File: src/rtl/irq_controller_if.sv
// rtl/irq_controller_if.sv - core-side bus of the interrupt controller: mask, acknowledge, irq vector, pending
interface irq_controller_if;
    logic        mask_we;
    logic [6:0]  mask_wdata;
    logic        irq_ack;
    logic [4:0]  irq_ack_id;
    logic [31:0] irq;
    logic [4:0]  irq_id;
    logic [6:0]  pending;

    modport master (
        output mask_we, mask_wdata, irq_ack, irq_ack_id,
        input  irq, irq_id, pending
    );

    modport slave (
        input  mask_we, mask_wdata, irq_ack, irq_ack_id,
        output irq, irq_id, pending
    );
endinterface

File: src/rtl/irq_controller.sv
// rtl/irq_controller.sv - synchronise, debounce and edge-detect board sources; deliver one acked interrupt at a time
module irq_controller #(
    parameter int DEBOUNCE_CYCLES = 16
) (
    input  logic             clk,
    input  logic             rst_n,
    input  logic [3:0]       btn,
    input  logic             uart_int,
    input  logic             eth_1_int,
    input  logic             eth_2_int,
    irq_controller_if.slave  bus
);
    localparam int CW = $clog2(DEBOUNCE_CYCLES + 1);
    localparam logic [CW-1:0] CNT_LAST = CW'(DEBOUNCE_CYCLES - 1);

    localparam logic [1:0] ST_IDLE   = 2'd0;
    localparam logic [1:0] ST_ASSERT = 2'd1;
    localparam logic [1:0] ST_GAP    = 2'd2;

    // Source vector uses the pending bit map: [3:0] btn, [4] eth_2, [5] eth_1, [6] uart
    logic [6:0]    raw, meta, sync, lvl, lvl_q, ev;
    logic [3:0]    deb;
    logic [CW-1:0] cnt [4];
    logic [6:0]    pend, pend_next, mask, elig, cur_sel, win_sel, clr;
    logic [1:0]    state;
    logic [31:0]   irq_q;
    logic [4:0]    id_q, win_id;
    logic          ack_match;

    assign raw = {uart_int, eth_1_int, eth_2_int, btn};

    always_ff @(posedge clk or negedge rst_n) begin
        if (!rst_n) begin
            meta <= '0;
            sync <= '0;
        end else begin
            meta <= raw;
            sync <= meta;
        end
    end

    always_ff @(posedge clk or negedge rst_n) begin
        if (!rst_n) begin
            deb <= '0;
            for (int i = 0; i < 4; i++) cnt[i] <= '0;
        end else begin
            for (int i = 0; i < 4; i++) begin
                if (sync[i] == deb[i]) begin
                    cnt[i] <= '0;
                end else if (cnt[i] == CNT_LAST) begin
                    deb[i] <= ~deb[i];
                    cnt[i] <= '0;
                end else begin
                    cnt[i] <= cnt[i] + CW'(1);
                end
            end
        end
    end

    assign lvl = {sync[6:4], deb};
    assign ev  = lvl & ~lvl_q;

    assign ack_match = (state == ST_ASSERT) && bus.irq_ack && (bus.irq_ack_id == id_q);
    assign clr       = ack_match ? cur_sel : '0;
    // A new edge on the bit being acknowledged wins, so it is re-delivered
    assign pend_next = (pend & ~clr) | ev;

    always_comb begin
        win_sel = '0;
        win_id  = '0;
        if (elig[6])      begin win_sel = 7'h40; win_id = 5'd31; end
        else if (elig[5]) begin win_sel = 7'h20; win_id = 5'd29; end
        else if (elig[4]) begin win_sel = 7'h10; win_id = 5'd28; end
        else if (elig[3]) begin win_sel = 7'h08; win_id = 5'd3;  end
        else if (elig[2]) begin win_sel = 7'h04; win_id = 5'd2;  end
        else if (elig[1]) begin win_sel = 7'h02; win_id = 5'd1;  end
        else if (elig[0]) begin win_sel = 7'h01; win_id = 5'd0;  end
    end

    // elig is registered from pend_next and the pre-write mask, so a mask write
    // at edge m reaches the selection at m+1 and irq at m+2
    always_ff @(posedge clk or negedge rst_n) begin
        if (!rst_n) begin
            lvl_q   <= '0;
            pend    <= '0;
            mask    <= 7'h7F;
            elig    <= '0;
            state   <= ST_IDLE;
            irq_q   <= '0;
            id_q    <= '0;
            cur_sel <= '0;
        end else begin
            lvl_q <= lvl;
            pend  <= pend_next;
            elig  <= pend_next & mask;
            if (bus.mask_we) mask <= bus.mask_wdata;
            case (state)
                ST_IDLE: begin
                    if (|elig) begin
                        irq_q   <= 32'd1 << win_id;
                        id_q    <= win_id;
                        cur_sel <= win_sel;
                        state   <= ST_ASSERT;
                    end
                end
                ST_ASSERT: begin
                    if (ack_match) begin
                        irq_q   <= '0;
                        id_q    <= '0;
                        cur_sel <= '0;
                        state   <= ST_GAP;
                    end
                end
                ST_GAP:  state <= ST_IDLE;
                default: state <= ST_IDLE;
            endcase
        end
    end

    assign bus.irq     = irq_q;
    assign bus.irq_id  = id_q;
    assign bus.pending = pend;
endmodule

File: src/flat_wrapper.sv
// flat-port wrapper written by rule: the top's interface ports become plain ports
module irq_controller_flat 
#(
    parameter int DEBOUNCE_CYCLES = 16
)
  (clk, rst_n, btn, uart_int, eth_1_int, eth_2_int, bus_mask_we, bus_mask_wdata, bus_irq_ack, bus_irq_ack_id, bus_irq, bus_irq_id, bus_pending);
  irq_controller_if bus_i ();
  input  logic clk;
  input  logic rst_n;
  input  logic [3:0] btn;
  input  logic uart_int;
  input  logic eth_1_int;
  input  logic eth_2_int;
  input wire logic [$bits(bus_i.mask_we)-1:0] bus_mask_we;
  input wire logic [$bits(bus_i.mask_wdata)-1:0] bus_mask_wdata;
  input wire logic [$bits(bus_i.irq_ack)-1:0] bus_irq_ack;
  input wire logic [$bits(bus_i.irq_ack_id)-1:0] bus_irq_ack_id;
  output wire logic [$bits(bus_i.irq)-1:0] bus_irq;
  output wire logic [$bits(bus_i.irq_id)-1:0] bus_irq_id;
  output wire logic [$bits(bus_i.pending)-1:0] bus_pending;
  assign bus_i.mask_we = bus_mask_we;
  assign bus_i.mask_wdata = bus_mask_wdata;
  assign bus_i.irq_ack = bus_irq_ack;
  assign bus_i.irq_ack_id = bus_irq_ack_id;
  assign bus_irq = bus_i.irq;
  assign bus_irq_id = bus_i.irq_id;
  assign bus_pending = bus_i.pending;
  irq_controller #(.DEBOUNCE_CYCLES(DEBOUNCE_CYCLES)) u_core (.clk(clk), .rst_n(rst_n), .btn(btn), .uart_int(uart_int), .eth_1_int(eth_1_int), .eth_2_int(eth_2_int), .bus(bus_i));
endmodule
File: config.mk
export PLATFORM = sky130hd
export DESIGN_NAME = irq_controller_flat
export DESIGN_NICKNAME = d
export VERILOG_FILES = /design/src/rtl/irq_controller_if.sv /design/src/rtl/irq_controller.sv /design/src/flat_wrapper.sv
export SDC_FILE = /design/constraint.sdc
export NUM_CORES = 1
export LEC_CHECK = 0
export CORE_ASPECT_RATIO = 1.4
export CORE_MARGIN = 4
export CORE_UTILIZATION = 45
export DETAILED_ROUTE_END_ITERATION = 8
export PLACE_DENSITY = 0.78
export REMOVE_ABC_BUFFERS = 1
export SETUP_SLACK_MARGIN = 0.4
export SLEW_MARGIN = 5
export SYNTH_ARGS = -nofsm -noshare
export SYNTH_HDL_FRONTEND = slang
export SYNTH_SLANG_ARGS = --single-unit
File: constraint.sdc
create_clock -name clk -period 1.8 [get_ports clk]
set_input_delay 0.45 -clock clk [delete_from_list [all_inputs] [get_ports clk]]
set_output_delay 0.45 -clock clk [all_outputs]
set_load 0.1 [all_outputs]
# After elaboration in Yosys (flattened, before gate mapping)
# Cells that the tools add are included.
# W data, S select, Z words.
[classes] shifts=1 muxes=34 eq_ne=12 bitwise_logic=14 n_reduce_logical=11 addsub=4
[op_table] op="$mux W5" n=15
[op_table] op="$mux W32" n=2
[op_table] op="$pmux W32 S2" n=1
[op_table] op="$mux W7" n=9
[op_table] op="$shl A1 B5 Y32 const A" n=1
[op_table] op="$and A7 B7 Y7" n=3
[op_table] op="$add A5 B1 Y5 const B" n=4
[op_table] op="$eq A5 B4 Y1 const B" n=4
[op_table] op="$not A7 Y7" n=2
[op_table] op="$pmux W7 S2" n=1
[op_table] op="$pmux W5 S2" n=1
[op_table] op="$reduce_and A2 Y1" n=5
[op_table] op="$not A1 Y1" n=8
[op_table] op="$or A7 B7 Y7" n=1
[op_table] op="$reduce_or A7 Y1" n=1
[op_table] op="$eq A5 B5 Y1" n=1
[op_table] op="$eq A1 B1 Y1" n=4
[op_table] op="$mux W2" n=2
[op_table] op="$ne A2 B1 Y1 const B" n=2
[op_table] op="$pmux W2 S2" n=1
[op_table] op="$reduce_and A3 Y1" n=1
[op_table] op="$eq A2 B1 Y1 const B" n=1
[op_table] op="$logic_and A1 B1 Y1" n=2
[op_table] op="$logic_not A2 Y1" n=1
[op_table] op="other kinds (2)" n=3
[word_totals] inputBits=23 out_inout_bits=44 ff_bits=112

# Logic depth before layout (Yosys ltp)
# Gate-level depths: netlist (run 1).
[depth] word_depth=9 mapped_depth=6 mapped_depth_nobuf=4

# Worst setup path before layout (run 1)
# No wires, ideal clock.
[synth_timing] path_type="reg-to-reg" startpoint="register u_core.id_q[3] (netlist: u_core.bus.irq_id[3])" endpoint="register u_core.irq_q[1] (netlist: u_core.bus.irq[1])" path_slack_ns=-0.274 stages_incl_launch_ff=6 required_time_ns=1.677 arrival_ns=1.951 path_cell_list="dfrtp_1 or4_1 nand2_1 a31oi_2 buf_4 a32o_1"
[synth_between] elab_chain_len=4
[synth_rtl] element="start: declaration" line_no="irq_controller.sv:27" source="logic [4:0] id_q, win_id;"
[synth_rtl] element="start signal: assignment" line_no="irq_controller.sv:101" source="id_q <= win_id;"
[synth_rtl] element="$eq A5 B5 Y1" line_no="irq_controller.sv:63" source="assign ack_match = (state == ST_ASSERT) && bus.irq_ack && (bus.irq_ack_id == id_q);"
[synth_rtl] element="$logic_and A1 B1 Y1" line_no="irq_controller.sv:63"
[synth_rtl] element="$ne A2 B1 Y1 (no source line)"
[synth_rtl] element="$reduce_and A3 Y1 (no source line)"
[synth_rtl] element="end signal: assignment" line_no="irq_controller.sv:100" source="irq_q <= 32'd1 << win_id;"
[synth_rtl] element="end: declaration" line_no="irq_controller.sv:26" source="logic [31:0] irq_q;"
# No other way between the ends.
# A chain may end at the register's enable or synchronous reset.

# Worst setup path in the final report (run 1)
[layout_timing] startpoint="register u_core.elig[1]" endpoint="register u_core.irq_q[10] (netlist: u_core.bus.irq[10])"
[layout_between] elab_chain_len=9 elab_cells_between_ends=12 classes_between="eq/ne: 1; shift: 1; mux: 8; reduce/logical: 2"
[layout_rtl] element="start: declaration" line_no="irq_controller.sv:24" source="logic [6:0] pend, pend_next, mask, elig, cur_sel, win_sel, clr;"
[layout_rtl] element="start signal: assignment" line_no="irq_controller.sv:95" source="elig <= pend_next & mask;"
[layout_rtl] element="$mux W1" line_no="irq_controller.sv:76" source="else if (elig[1]) begin win_sel = 7'h02; win_id = 5'd1; end"
[layout_rtl] element="$mux W5" line_no="irq_controller.sv:75" source="else if (elig[2]) begin win_sel = 7'h04; win_id = 5'd2; end"
[layout_rtl] element="$mux W5" line_no="irq_controller.sv:74" source="else if (elig[3]) begin win_sel = 7'h08; win_id = 5'd3; end"
[layout_rtl] element="$mux W5" line_no="irq_controller.sv:73" source="else if (elig[4]) begin win_sel = 7'h10; win_id = 5'd28; end"
[layout_rtl] element="$mux W5" line_no="irq_controller.sv:72" source="else if (elig[5]) begin win_sel = 7'h20; win_id = 5'd29; end"
[layout_rtl] element="$mux W5" line_no="irq_controller.sv:71" source="if (elig[6]) begin win_sel = 7'h40; win_id = 5'd31; end"
[layout_rtl] element="$shl A1 B5 Y32" line_no="irq_controller.sv:100"
[layout_rtl] element="$mux W32" line_no="irq_controller.sv:99" source="if (|elig) begin"
[layout_rtl] element="$pmux W32 S2" line_no="irq_controller.sv:97" source="case (state)"
# Parallel ways exist; a longest one is shown, timed or not. The select of a mux whose other input is x is not followed.

==> results of run 1 <==
-- registers in the layout (all words and copies together), names as in the netlist --
register	count
u_core.bus.irq_id	3
u_core.meta	7
u_core.cnt	20
u_core.cur_sel	7
u_core.mask	7
u_core.elig	7
u_core.state	2
u_core.bus.pending	7
u_core.deb	4
u_core.lvl_q	7
u_core.sync	7
u_core.bus.irq	24
-- critical path, stage by stage, from the launching register on --
cell	delay, ns
dfrtp_1	0.46
nor2_2	0.24
a311oi_2	0.12
buf_4	0.16
a31oi_4	0.25
buf_6	0.18
and2_1	0.15
-- layout by cell type, fill, tap and decap left out, types with 3 or more instances in the layout --
cell type        synthesis  final
dfrtp_1                 95     84
dlygate4sd2_1            0      3
o21ai_0                 12     12
nor2_2                   1      4
buf_4                   11     26
a31oi_1                 14      8
a22o_1                   5      5
buf_6                    1      4
dfrtp_2                  0     11
a31oi_4                  0      7
and3_1                   5      4
mux2_2                  11     11
ha_1                     4      4
and2_4                   0      3
nand3_1                  9      9
nor2_1                  29     26
a32o_1                   4      4
clkbuf_16                0     11
nor2b_1                  7      7
buf_12                   0     47
inv_1                    4      4
nand2_1                  4      3
a21o_1                   6      6
and2_1                  22     19
nand2b_1                 7      7
dfstp_2                  7      7
clkdlybuf4s50_1          0     18
xor2_1                  14     14
-- power by group through the flow --
stage	combinational, W	sequential (W)	clock [W]
CTS	0.00180	0.00272	0.00191
global placement	0.00172	0.00274	0
finish	0.00192	0.00275	0.00191
global route	0.00199	0.00277	0.00202
floorplan	0.000281	0.00343	0
detailed placement	0.00174	0.00275	0
-- kinds of logic (layout without fill, tap and decap cells) --
logic type | count (synthesis) | count (layout) | share of synthesized area
buffers and inverters | 20 | 120 | 0.03583
DFF | 102 | 102 | 0.6668
AOI/OAI and AO/OA | 47 | 47 | 0.08697
xor gates and xnor gates | 14 | 14 | 0.03192
muxes | 11 | 11 | 0.03225
and+or+nand+nor | 94 | 94 | 0.1332
adders and majority gates | 4 | 4 | 0.01303
-- worst max-delay path by stage --
stage / startpoint / endpoint / slack, ns / cells after the start
finish: u_core.elig[1]$_DFF_PN0_ / u_core.bus.irq[10]$_DFFE_PN0P_ / 0.16 / 6
global route: u_core.elig[4]$_DFF_PN0_ / u_core.bus.irq[28]$_DFFE_PN0P_ / 0.11 / 6
detailed placement: bus_irq_ack_id[2] / u_core.bus.irq[3]$_DFFE_PN0P_ / -0.33 / 6
global placement: bus_irq_ack_id[2] / u_core.bus.irq[3]$_DFFE_PN0P_ / -0.31 / 6
floorplan: u_core.bus.irq_id[3]$_DFFE_PN0P_ / u_core.bus.irq[3]$_DFFE_PN0P_ / -1.62 / 4
CTS: u_core.elig[1]$_DFF_PN0_ / u_core.bus.irq[27]$_DFFE_PN0P_ / 0.21 / 6
-- final cells by class --
cell class              count  share of cell area
flip-flops and latches    102              0.4480
repair buffers            100              0.2501
multi-input cells         170              0.2262
clock buffers              11             0.04049
well taps                 102             0.02220
clock inverters             5             0.01045
inverters                   4            0.002612
-- stage by stage --
| stage | util | instance area [sq um] |
|---|---|---|
| finish | 0.6970 | 5748 |
| floorplan | - | 3719 |
| CTS | 0.6659 | 5492 |
| global placement | 0.6151 | 5072 |
| detailed placement | 0.6151 | 5072 |
| global route | 0.6970 | 5748 |
-- metal layers --
layer / vias up / track usage / share of wire
met5: - / 0 / 0
met4: 0 / 0.07624 / 0.029
met3: 24 / 0.03997 / 0.055
met2: 88 / 0.2814 / 0.53
met1: 1325 / 0.1852 / 0.38
li1: 1191 / - / -
-- timing repair --
item,CTS,global route
cloned,0,3
resized for setup,21,23
buffers inserted,8,11
hold buffers,0,0
pin swaps,9,6
endpoints found under the setup margin,78,88
==> impl_metrics.py, run 1 <==
metrics = {
    "synth": {
        "yosysTopAreaCell": "dfrtp_1",
        "synth_seq_area_share": 0.6668,
        "async_reset_ff_frac": 1.000,
        "syn-cell-area_sq_mm": 0.003841,
        "synth_cell_types": 38,
        "syn-mean-instance-area_sq_um": 13.15,
        "ys.flop_type": "dfrtp_1",
        "yosysMostFrequentCell": "dfrtp_1",
        "synth_area_leaders": "dfrtp_1 (62%), dfstp_2 (4.8%), and2_1 (3.6%)",
        "synthCells": 292,
        "synth_edf_count": 0,
        "synth_top_area_share": 0.6189,
        "ys_seq_elements": 102,
        "synthTopCellsByCount": "dfrtp_1 (95), nor2_1 (29), and2_1 (22), a31oi_1 (14), xor2_1 (14)",
        "synth_warnings": 0,
    },
    "setup_path": {
        "ff2ff_path_depth": 6,
        "cp_max_fo": 9,
        "startpoint_type": "flop",
        "regToRegSetupSlack_ns": 0.16,
        "critPathCaptureType": "flop",
        "reg2reg_from": "u_core.elig[1]$_DFF_PN0_",
        "r2r_end": "u_core.bus.irq[10]$_DFFE_PN0P_",
        "worstPathArrival_ns": 1.92,
        "crit_type": "flop to flop",
        "required_ns": 2.08,
    },
    "die": {
        "ios": 67,
        "die_w_microns": 86.09,
        "die_h_microns": 117.3,
        "die-area_sq_mm": 0.01010,
        "start_util": 0.4658,
        "rows": 39,
        "coreArea_sq_mm": 0.008247,
    },
    "clocking": {
        "cts_max_level": 3,
        "cts_tree": "done",
        "ctsRootBufferMaster": "clkbuf_16",
        "insertion_delay_ns": 0.34,
        "cts_max_path_buffers": 2,
        "numCtsBuffers": 9,
        "path_clk_slew_ns": 0.07,
        "cts_sinks": 102,
    },
    "grt": {
        "grt_pass1_wl_microns": 12980,
        "grt_max_degree": 30,
        "antenna_found_initial": 0,
        "grt_usage": 0.1629,
        "grt_pass1_vias": 2750,
        "grt-ovfl-total": 0,
    },
    "pwr": {
        "p_total_w": 0.006587,
        "switching_share": 0.3403,
        "seq_power_share": 0.418,
        "intPower_w": 0.004345,
        "irDropWorstVdd_uv": 1361,
        "p_switching_w": 0.002241,
        "powerDensity_mw_per_mm2": 1146,
        "pwr-share-clk": 0.291,
        "comb_power_share": 0.292,
        "p_leak_nw": 2.657,
    },
    "timing": {
        "holdWs_ns": 0.01564,
        "setup_viol": 0,
        "setup_slack_ns": 0.1618,
        "fin_crit_sh": 0.9101,
        "final-hold-violation-count": 0,
        "fmax_ghz": 0.6104,
        "rsz0062_at_grt": "true",
        "max-slew-margin-rel": 0.7507,
        "setup-tns-final_ns": 0,
        "fin_skew_ns": 0.01171,
        "fin_crit_ns": 1.638,
        "drv_slew": 0,
        "worst_pin_slew_ns": 0.3739,
    },
    "routing": {
        "drc": 0,
        "drtIter0Drc": 178,
        "first_pass_iters": 4,
        "vias": 2628,
        "avgRoutedWirePerCell_microns": 17.86,
        "via_per_inst": 5.320,
        "antenna_left": 0,
        "routed_wl_microns": 8821,
    },
    "layout": {
        "fin_cells": 494,
        "antennaDiodeCount": 0,
        "multiInputGateArea_sq_mm": 0.001300,
        "nets": 414,
        "drive_above_1_share": 0.3724,
        "final.fill_count": 496,
        "regArea_sq_mm": 0.002575,
        "syn2layout_area_growth_pct": 49.64,
    },
    "worst_hold_path": {
        "hold_class": "input port to async pin",
    },
    "outcome": {
        "status": "complete, no violations",
    },
    "placement": {
        "place_inst": 456,
        "hpwl_microns": 5182,
        "post-place-ws_ns": -0.3300,
        "io_buffers": 66,
        "place_congestion": 0.8217,
    },
    "flow_run": {
        "cap_viol_max_count": 0,
    },
}
Note: power is estimated with default switching activity, not from simulation.
==> run 2, diff against run 1 <==
Settings changed: SLEW_MARGIN 5 to not set.
==> results of run 2 <==
No change in the layout: final DEF, timing and power equal those of run 1.
==> run 3, diff against run 2 <==
Settings changed: CTS_BUF_LIST set to sky130_fd_sc_hd__clkbuf_8, PLACE_DENSITY 0.78 to 0.73.
==> run 3 against run 2 <==
Sequential power hardly changed. Combinational power is 7% higher. Critical path type is now input port to flop. Largest cell class unchanged. Critical path depth up 1. Clock power up 3%. Clock skew fell by 0.0020 ns. Global-route usage rose by 0.51 points. Worst setup slack worse by 0.061 ns. Cell area grew 0.72%.
==> impl_metrics.py, run 3 (synthesis gave the netlist of run 1 again) <==
metrics = {
    "flow_run": {
        "cap_viol_max_count": 0,
    },
    "clocking": {
        "cts_tree": "done",
        "path_clk_slew_ns": 0.09,
        "ctsRootBufferMaster": "clkbuf_8",
        "cts_max_level": 3,
        "cts_max_path_buffers": 2,
        "numCtsBuffers": 9,
        "insertion_delay_ns": 0.37,
        "cts_sinks": 102,
    },
    "routing": {
        "vias": 2636,
        "antenna_left": 0,
        "drtIter0Drc": 131,
        "routed_wl_microns": 8875,
        "drc": 0,
        "via_per_inst": 5.304,
        "avgRoutedWirePerCell_microns": 17.86,
        "first_pass_iters": 4,
    },
    "setup_path": {
        "worstPathArrival_ns": 1.95,
        "ff2ff_path_depth": 6,
        "regToRegSetupSlack_ns": 0.12,
        "critPathCaptureType": "flop",
        "startpoint_type": "input port",
        "cp_max_fo": 7,
        "required_ns": 2.05,
        "reg2reg_from": "u_core.elig[3]$_DFF_PN0_",
        "crit_type": "input port to flop",
        "r2r_end": "u_core.bus.irq[3]$_DFFE_PN0P_",
    },
    "timing": {
        "worst_pin_slew_ns": 0.4987,
        "setup_viol": 0,
        "drv_slew": 0,
        "fmax_ghz": 0.5885,
        "fin_skew_ns": 0.009727,
        "setup_slack_ns": 0.1007,
        "fin_crit_sh": 0.9441,
        "rsz0062_at_grt": "true",
        "fin_crit_ns": 1.699,
        "max-slew-margin-rel": 0.6675,
        "final-hold-violation-count": 0,
        "holdWs_ns": 0.03655,
    },
    "worst_hold_path": {
        "hold_class": "input port to async pin",
    },
    "layout": {
        "largest_register_ffs": 24,
        "drive_above_1_share": 0.3797,
        "syn2layout_area_growth_pct": 50.72,
        "post-route-cell-area_sq_mm": 0.005789,
        "fin_cells": 497,
        "nets": 417,
        "final_common_cell": "dfrtp_1",
        "antennaDiodeCount": 0,
        "final_cell_mix": "dfrtp_1 (80), buf_12 (47), nor2_1 (27)",
        "final.fill_count": 500,
    },
    "die": {
        "die_w_microns": 86.09,
        "start_util": 0.4658,
        "ios": 67,
        "die-area_sq_mm": 0.01010,
        "die_h_microns": 117.3,
        "rows": 39,
        "coreArea_sq_mm": 0.008247,
    },
    "placement": {
        "place_inst": 454,
        "io_buffers": 66,
        "dpl-instance-area_sq_mm": 0.005057,
        "hpwl_microns": 5240,
        "place_congestion": 0.7735,
        "post-place-ws_ns": -0.3427,
    },
    "grt": {
        "grt_pass1_vias": 2638,
        "grt_max_degree": 38,
        "grt-ovfl-total": 0,
        "antenna_found_initial": 0,
        "grt_usage": 0.1680,
        "grt_pass1_wl_microns": 13050,
    },
    "outcome": {
        "status": "complete, no violations",
    },
    "pwr": {
        "powerDensity_mw_per_mm2": 1166,
        "irDropWorstVdd_uv": 968.5,
        "p_total_w": 0.006749,
        "p_leak_nw": 2.686,
    },
}
-- run 3: worst max-delay path by stage --
stage,start,end,slack (ns)
6_report,bus_irq_ack,u_core.bus.irq[3]$_DFFE_PN0P_,0.10
5_1_grt,u_core.elig[5]$_DFF_PN0_,u_core.bus.irq[3]$_DFFE_PN0P_,0.06
4_1_cts,u_core.elig[6]$_DFF_PN0_,u_core.bus.irq[9]$_DFFE_PN0P_,0.13
2_1_floorplan,u_core.bus.irq_id[3]$_DFFE_PN0P_,u_core.bus.irq[3]$_DFFE_PN0P_,-1.62
3_3_place_gp,bus_irq_ack_id[2],u_core.bus.irq[3]$_DFFE_PN0P_,-0.32
3_5_place_dp,bus_irq_ack_id[2],u_core.cur_sel[3]$_DFFE_PN0P_,-0.34
-- run 3: power breakdown --
part	switching, W	leakage [nW]	internal, W
Sequential	0.000221	1.27	0.00251
Clock	0.000764	0.143	0.00120
Combinational	0.00121	1.28	0.000850
Total	0.00219	2.69	0.00456
-- run 3: what timing repair did --
action | 4_1_cts | 5_1_grt
hold buffers | 0 | 0
cloned | 2 | 1
gates resized for setup | 26 | 32
pin swaps | 9 | 12
buffers inserted | 10 | 14
setup endpoints to repair | 94 | 95
-- run 3: area by class of cell --
| type | instances | area, sq um | share of cell area |
|---|---|---|---|
| Multi-Input combinational cell | 170 | 1295 | 0.2237 |
| Clock buffer | 9 | 123.9 | 0.02140 |
| Clock inverter | 7 | 160.2 | 0.02766 |
| Tap cell | 102 | 127.6 | 0.02204 |
| Timing Repair Buffer | 103 | 1488 | 0.2570 |
| Inverter | 4 | 15.01 | 0.002593 |
| Sequential cell | 102 | 2580 | 0.4456 |
-- run 3: stage by stage --
| step | setup TNS, ns | utilization |
|---|---|---|
| finish | 0 | 0.7020 |
| global placement | -13.99 | 0.6133 |
| detailed placement | -14.48 | 0.6133 |
| floorplan | -79.78 | - |
| CTS | 0 | 0.6700 |
| global route | 0 | 0.7020 |
-- run 3: critical path, cell delays in order --
cell	delay, ns
clkdlybuf4s50_1	0.46
nand2_1	0.06
nor2_1	0.30
a31oi_4	0.15
buf_6	0.16
buf_12	0.13
a22o_1	0.23
-- run 3: layer usage --
| layer | up-vias | wire length, microns | track usage |
|---|---|---|---|
| met5 | - | 0 | 0 |
| met4 | 0 | 315 | 0.08812 |
| met3 | 30 | 373 | 0.03156 |
| met2 | 73 | 4975 | 0.2905 |
| met1 | 1337 | 3210 | 0.1927 |
| li1 | 1196 | - | - |
